===== src/rtl/lfsr_segment_scheduler.sv =====
// Steps a segment-probability LFSR through one display frame and streams one
// random 7-segment ON-mask per digit. Optional macro: LFSR_LOCKUP_GUARD_EN.
module lfsr_segment_scheduler #(
    parameter int RNDSIZE         = 32,
    parameter int NB_DIGITS       = 10,
    parameter int SEGS_PER_DIGIT  = 7,
    parameter int STEPS_PER_DIGIT = 8
) (
    input  logic                                            clk,
    input  logic                                            rst_n,
    input  logic                                            start,
    input  logic                                            abort,
    input  logic [RNDSIZE-1:0]                              seed,
    input  logic [2*NB_DIGITS-1:0]                          prob_vec,
    output logic                                            out_valid,
    input  logic                                            out_ready,
    output logic [SEGS_PER_DIGIT-1:0]                       out_mask,
    output logic [((NB_DIGITS > 1) ? $clog2(NB_DIGITS) : 1)-1:0] out_digit,
    output logic                                            busy,
    output logic                                            done
);

    localparam int DW = (NB_DIGITS > 1) ? $clog2(NB_DIGITS) : 1;
    localparam int SW = (STEPS_PER_DIGIT > 1) ? $clog2(STEPS_PER_DIGIT) : 1;
    localparam logic [DW-1:0] LAST_DIGIT = DW'(NB_DIGITS - 1);
    localparam logic [SW-1:0] LAST_STEP  = SW'(STEPS_PER_DIGIT - 1);

`ifdef LFSR_LOCKUP_GUARD_EN
    localparam logic [RNDSIZE-1:0] LFSR_RST = RNDSIZE'(1);
`else
    localparam logic [RNDSIZE-1:0] LFSR_RST = '0;
`endif

    typedef enum logic [1:0] {
        S_IDLE,
        S_STEP,
        S_OUT,
        S_DONE
    } state_t;

    state_t                  state_q, state_d;
    logic [RNDSIZE-1:0]      lfsr_q, lfsr_d;
    logic [DW-1:0]           digit_q, digit_d;
    logic [SW-1:0]           step_q, step_d;
    logic [2*NB_DIGITS-1:0]  prob_q, prob_d;
    logic [3:0]              thr;
    logic [SEGS_PER_DIGIT-1:0] mask_raw;

    function automatic logic [RNDSIZE-1:0] lfsr_shift(input logic [RNDSIZE-1:0] s);
        return {s[RNDSIZE-2:0], s[RNDSIZE-1] ^ s[3] ^ s[2] ^ s[0]};
    endfunction

    always_ff @(posedge clk or negedge rst_n) begin
        if (!rst_n) begin
            state_q <= S_IDLE;
        end else begin
            state_q <= state_d;
        end
    end

    always_ff @(posedge clk or negedge rst_n) begin
        if (!rst_n) begin
            lfsr_q  <= LFSR_RST;
            digit_q <= '0;
            step_q  <= '0;
            prob_q  <= '0;
        end else begin
            lfsr_q  <= lfsr_d;
            digit_q <= digit_d;
            step_q  <= step_d;
            prob_q  <= prob_d;
        end
    end

    always_comb begin
        state_d = state_q;
        lfsr_d  = lfsr_q;
        digit_d = digit_q;
        step_d  = step_q;
        prob_d  = prob_q;

        case (state_q)
            S_IDLE: begin
                if (start) begin
`ifdef LFSR_LOCKUP_GUARD_EN
                    lfsr_d = (seed == '0) ? RNDSIZE'(1) : seed;
`else
                    lfsr_d = seed;
`endif
                    prob_d  = prob_vec;
                    digit_d = '0;
                    step_d  = '0;
                    state_d = S_STEP;
                end
            end
            S_STEP: begin
`ifdef LFSR_LOCKUP_GUARD_EN
                lfsr_d = (lfsr_q == '0) ? RNDSIZE'(1) : lfsr_shift(lfsr_q);
`else
                lfsr_d = lfsr_shift(lfsr_q);
`endif
                if (step_q == LAST_STEP) begin
                    state_d = S_OUT;
                end else begin
                    step_d = step_q + 1'b1;
                end
            end
            S_OUT: begin
                // LFSR stays frozen here so the beat is stable under backpressure
                if (out_ready) begin
                    if (digit_q == LAST_DIGIT) begin
                        state_d = S_DONE;
                    end else begin
                        digit_d = digit_q + 1'b1;
                        step_d  = '0;
                        state_d = S_STEP;
                    end
                end
            end
            S_DONE: begin
                digit_d = '0;
                state_d = S_IDLE;
            end
            default: begin
                state_d = S_IDLE;
            end
        endcase

        // Abort overrides everything but leaves the LFSR where it stood
        if (abort) begin
            state_d = S_IDLE;
            lfsr_d  = lfsr_q;
            digit_d = '0;
            step_d  = '0;
            prob_d  = prob_q;
        end
    end

    always_comb begin
        thr = 4'd8;
        case (prob_q[2*int'(digit_q) +: 2])
            2'b00:   thr = 4'd8;
            2'b01:   thr = 4'd6;
            2'b10:   thr = 4'd4;
            default: thr = 4'd1;
        endcase
    end

    always_comb begin
        mask_raw = '0;
        for (int j = 0; j < SEGS_PER_DIGIT; j++) begin
            mask_raw[j] = (lfsr_q[4*j +: 4] >= thr);
        end
    end

    assign out_valid = (state_q == S_OUT);
    assign out_mask  = (state_q == S_OUT) ? mask_raw : '0;
    assign out_digit = digit_q;
    assign busy      = (state_q != S_IDLE);
    assign done      = (state_q == S_DONE);

endmodule

===== config.mk =====
export PLATFORM = sky130hd
export DESIGN_NAME = lfsr_segment_scheduler
export DESIGN_NICKNAME = d
export VERILOG_FILES = /design/src/rtl/lfsr_segment_scheduler.sv
export SDC_FILE = /design/constraint.sdc
export NUM_CORES = 1
export LEC_CHECK = 0
export BUFFER_PORTS_ARGS = -buffer_cell sky130_fd_sc_hd__buf_2
export CAP_MARGIN = 10
export CORE_UTILIZATION = 47
export DETAILED_ROUTE_END_ITERATION = 16
export PLACE_DENSITY = 0.72
export RECOVER_POWER = 50
export SYNTH_ARGS = -nofsm -noshare
export SYNTH_HDL_FRONTEND = slang
export SYNTH_SLANG_ARGS = --single-unit

===== constraint.sdc =====
create_clock -name clk -period 2.55 [get_ports clk]
set_input_delay 0.255 -clock clk [delete_from_list [all_inputs] [get_ports clk]]
set_output_delay 0.255 -clock clk [all_outputs]
set_load 0.01 [all_outputs]

Word level (Yosys, flattened, before mapping). Cells that the tools add are included.

Word-level logic and storage cells: 64. Register bits: 61. Input bits: 57. Output and inout bits: 14.

Muxes and demuxes: 21. Reduce and logical (&&, ||, !) cells: 11. Shift-type cells: 1. Bitwise logic cells: 4. $add $sub $neg: 2. Order comparisons: 7. Equal/unequal tests: 13.

Operators by type and width (number): case mux 32 bit (2 select lines) (1); 2-to-1 mux 32 bit (1); >= comparator 4 bit (7); case mux 4 bit (3 select lines) (2); indexed part select 20 x 6 -> 2 bit (1); 2-to-1 mux 4 bit (4); 2-to-1 mux 3 bit (5); inequality test 3 bit (second input constant) (4); 2-to-1 mux 2 bit (5); case mux 3 bit (3 select lines) (1); AND reduction 3 bit (3); case mux 2 bit (4 select lines) (1); nonzero test 4 bit (2); 2-to-1 mux 7 bit (1); == test 2 bit (second input constant) (3); AND reduction 5 bit (1); adder 4 x 1 -> 4 bit (second input constant) (1); == test 2 x 1 -> 1 bit (second input constant) (2); == test 4 bit (second input constant) (1); zero test 2 bit (2); AND reduction 4 bit (1); nonzero test 2 bit (2); adder 3 x 1 -> 3 bit (second input constant) (1); == test 3 bit (second input constant) (1); 4 further kinds (6).

Depth between registers and ports, before layout.
Word-level depth: 5. Gate-level depth with buffers: 11. Depth with buffers taken out: 10.

Worst setup path after synthesis. No wires, ideal clock.

Kind: reg2out. Start point: reg digit_q[0] (netlist: out_digit[0]). End point: out out_mask[0]. Buffers on the path: 1. Cell stages (with the launch flop): 11. Arrival time: 2351 ps. Data required time: 2295 ps. Path slack: -56 ps. Path through: dfrtp_1 > buf_6 > mux4_2 > mux2i_1 > mux2i_1 > ha_1 > ha_1 > inv_1 > a21boi_0 > o21ai_0 > a21oi_1.

Word-level cells in the longest chain between the ends: 5. Elaborated cells on any way between the ends: 7. Those cells by class: order compare (1); eq/ne (2); shift (1); mux (2); reduce/logical (1).

RTL lines: start: declaration (RTL line 43) `logic [DW-1:0] digit_q, digit_d;`; start signal: assignment (RTL line 69) `digit_q <= digit_d;`; indexed part select 20 x 6 -> 2 bit (*) (RTL line 141) `case (prob_q[2*int'(digit_q) +: 2])`; == test 2 bit, or another cell as far along (RTL line 141); case mux 4 bit (3 select lines) (*) (RTL line 141); >= comparator 4 bit (*) (RTL line 152) `mask_raw[j] = (lfsr_q[4*j +: 4] >= thr);`; 2-to-1 mux 7 bit (*) (RTL line 157) `assign out_mask = (state_q == S_OUT) ? mask_raw : '0;`; end: declaration (RTL line 17) `output logic [SEGS_PER_DIGIT-1:0] out_mask,`.

Every way passes the cells marked *; elsewhere a longest branch is shown, timed or not.

Worst setup path in the final report. Ends and elaborated chain as after synthesis.

==> impl_results.md <==
* Status: finished with violations
* Failing checks: capacitance limit, slew limit, setup timing
* LEAKAGE at 2.17 nW
* Cell area after synthesis at 3770 um^2
* Worst IR Drop VDD at 0.000512 V
* Internal power at 3.42 mW
* Max frequency at 0.338 GHz
* Max stage delay on crit path at 520 ps
* CTS tree: built
* Post-DP HPWL at 5550 um
* Crit-path leading delay family: multiplexers
* Clk Latency, worst-skew pair at 350 ps
* WP buf/inv at 2
* Final Routed Wirelength at 7720 um
* Die area at 8380 um^2
* Post-Syn Instances at 354
* Core Box Area at 7730 um^2
* Hold Path Class: input port to flop
* Post-route insts no fill at 534
* Initial antenna violation count at 0
* DRT iter0 DRCs at 71
* Comb pwr share at 52.9%
* Synth cell types at 39
* Vias in the first global route at 2,905
* Die width at 91.6 um
* DIE HEIGHT at 91.6 um
* YS warnings at 0
* Seq pwr share at 30.2%
* Avg Inst Size Synth at 10.6 um^2
* DR DRC count at 0
* Placed Cells at 517
* GRT Overall Usage at 20.1%
* ANT cells at 0
* Synth Flop Type: dfrtp_1
* Max Slew Vio Count at 31
* Gr ovfl total at 0
* Post-synth net total at 451
* Critical Path AT at 2710 ps
* Crit-path cells: mux4_2 -> mux2i_1 -> mux2_4 -> ha_4 -> inv_6 -> ha_1 -> a21boi_1 -> o21ai_1 -> a21oi_2 -> buf_2
* Final setup violation count at 7
* Post-synth ARST share at 100%
* Rows at 32
* Clock Power Share at 16.9%
* H-tree Lvls at 3
* Final instance area at 4600 um^2
* Critical Path RT at 2300 ps
* Post-synth EDFFs at 0
* Yosys reg bits at 61
* Switch Pwr at 2.34 mW
* Final hold violation count at 0
* Power, Total at 5.76 mW
* Net Sw Frac at 40.7%
* Slew @ Worst Pin at 1570 ps
* FF/Latch Area at 1530 um^2
* Seq/Total Area, Yosys at 40.5%
* DR WL/cell at 14.5 um
* First-pass DRT Iterations at 5
* Final period util at 116%
* Vias per cell at 5.26
* P&R area growth vs syn at 22.0%
* Largest net degree at the start of global routing at 38
* Clock slew seen by the registers of the worst setup and hold paths at 80 ps
* Min Tclk post-route at 2960 ps
* Worst Skew at 10.1 ps
* Area of the multi-input gates at 2180 um^2
* CP max FO at 7
* CTS max path bufs at 2
* Initial Util at 48.8%
* Rel. slew slack at -4.65%
* Dpl cell area at 4270 um^2
* Vias post-DR at 2,809
* # fillers at 647
* Max cap viols at 1
* Pwr dens at 1250 nW/um^2
* Startpoint types: flop
* PortBufs at 70
* Total CTS buffers at 9
* CP Capture Type: primary output
* Final nets at 524
* Post-route antenna net violation count at 0
* # IOs at 71
* TritonCTS Sinks at 61
* Setup CP Type: flop to primary output
* RSZ-0062 raised after global routing: yes
* Crit path max-delay cell type: mux4_2
* CTS root buf: clkbuf_8
* GPL Wtd Cong at 0.812
* Layout cells sized above 1 at 35.0%
* Post-route setup slack at -413 ps
* First-pass GRT wire length at 13,000 um
## layer usage
| metal | GRT usage, % | share of wire, % | wire length, um |
|---|---|---|---|
| met1 | 24.7 | 45 | 3490 |
| met2 | 32.6 | 49 | 3760 |
| met3 | 4.52 | 3.7 | 288 |
| met4 | 11.1 | 2.3 | 180 |
| met5 | 0 | 0 | 0 |
## power by group through the flow
stage	Sequential (mW)	Clock (mW)	Combinational, mW
final	1.74	0.972	3.05
after global routing	1.80	1.04	3.47
after CTS	1.74	0.999	2.93
after detailed placement	1.76	0	2.77
after global placement	1.74	0	2.62
after floorplan	1.64	0	2.18
## flip-flops by register name, summed over array words and instances (netlist names)
name and cells:
lfsr_q 32, state_q 2, prob_q 20, step_q 3
out_digit 4
## layout by cell type (no fill, tap or decap), drive strengths merged, types with 2 or more instances in the layout
master	Yosys	routed
a21boi	7	7
a21oi	39	39
a31oi	2	2
buf	17	76
bufinv	0	2
clkbuf	1	12
clkinv	0	3
dfrtp	61	61
ha	40	40
inv	24	25
mux2	26	26
mux2i	39	39
mux4	4	4
nand2	2	2
nand2b	7	7
nand3	2	2
nor2	46	46
nor2b	4	4
o211a	2	2
o21ai	15	15
o2bb2ai	2	2
xnor2	2	2
## cell usage after synthesis, types with 2 or more instances
cell       instances  area, um^2
dfrtp_1           61        1530
nor2_1            45         169
ha_1              40         500
a21oi_1           39         195
mux2i_1           39         390
inv_1             24        90.1
mux2_2            23         259
o21ai_0           15        75.1
buf_2             11        55.1
a21boi_0           7        52.6
nand2b_1           7        43.8
buf_4              4        30.0
mux2_4             3        45.0
nor2b_1            3        18.8
a31oi_1            2        12.5
buf_6              2        22.5
mux4_1             2        52.6
mux4_2             2        45.0
nand2_1            2        7.51
nand3_1            2        10.0
o2bb2ai_1          2        17.5
xnor2_1            2        17.5
## area by class of cell
| cell class | count | area share, % |
|---|---|---|
| inverter | 24 | 2.12 |
| multi-input combinational | 251 | 47.5 |
| clock buffer | 9 | 2.69 |
| sequential | 61 | 33.2 |
| timing repair buffer | 80 | 9.52 |
| clock inverter | 7 | 2.15 |
| tap | 102 | 2.78 |
## final timing paths
check,start,endpoint,slack (ps),depth (start not counted)
worst max register to register,state_q[0],lfsr_q[13],290,7
min in group asynchronous,rst_n,step_q[1],810,2
worst min-delay path,prob_vec[16],prob_q[16],130,2
max in group asynchronous,rst_n,lfsr_q[8],390,3
worst max-delay path,out_digit[0],out_mask[0],-410,10
worst min register to register,prob_q[15],prob_q[15],510,1
## worst register-to-register path, delay by kind of cell (launching register included)
| family | cells | cell delay [ps] |
|---|---|---|
| and+or+nand+nor | 2 | 620 |
| muxes | 1 | 150 |
| DFF | 1 | 410 |
| buffers and inverters | 2 | 570 |
| AOI/OAI and AO/OA | 1 | 140 |
| adders and majority gates | 1 | 290 |
## through the flow
stage | hold WS [ps] | util [%] | TNS [ps] | worst slack, ps
floorplan | -40.6 | - | 0 | 24.7
global placement | 328 | 55.2 | -586 | -95.4
detailed placement | 342 | 55.2 | -1200 | -190
CTS | 115 | 58.9 | -3120 | -471
global route | 113 | 59.5 | -5250 | -556
finish | 126 | 59.5 | -2750 | -413
## timing repair
item,4_1_cts,5_1_grt
endpoints found under the hold margin,29,0
resized for setup,16,13
endpoints found under the setup margin,7,7
hold buffers,1,0
buffers inserted,0,0
pin swaps,7,8
gates cloned,0,0
## cells by family after synthesis
family                   Yosys count  synth area share (%)
adder cells (fa/ha/maj)           40                  13.3
AND/OR/NAND/NOR                   68                  8.53
buffers and inverters             42                  5.34
XOR/XNOR                           2                 0.465
AO/OA/AOI/OAI                     72                  10.9
flip-flops                        61                  40.5
multiplexers                      69                  21.0
(Power assumes the default switching activity.)
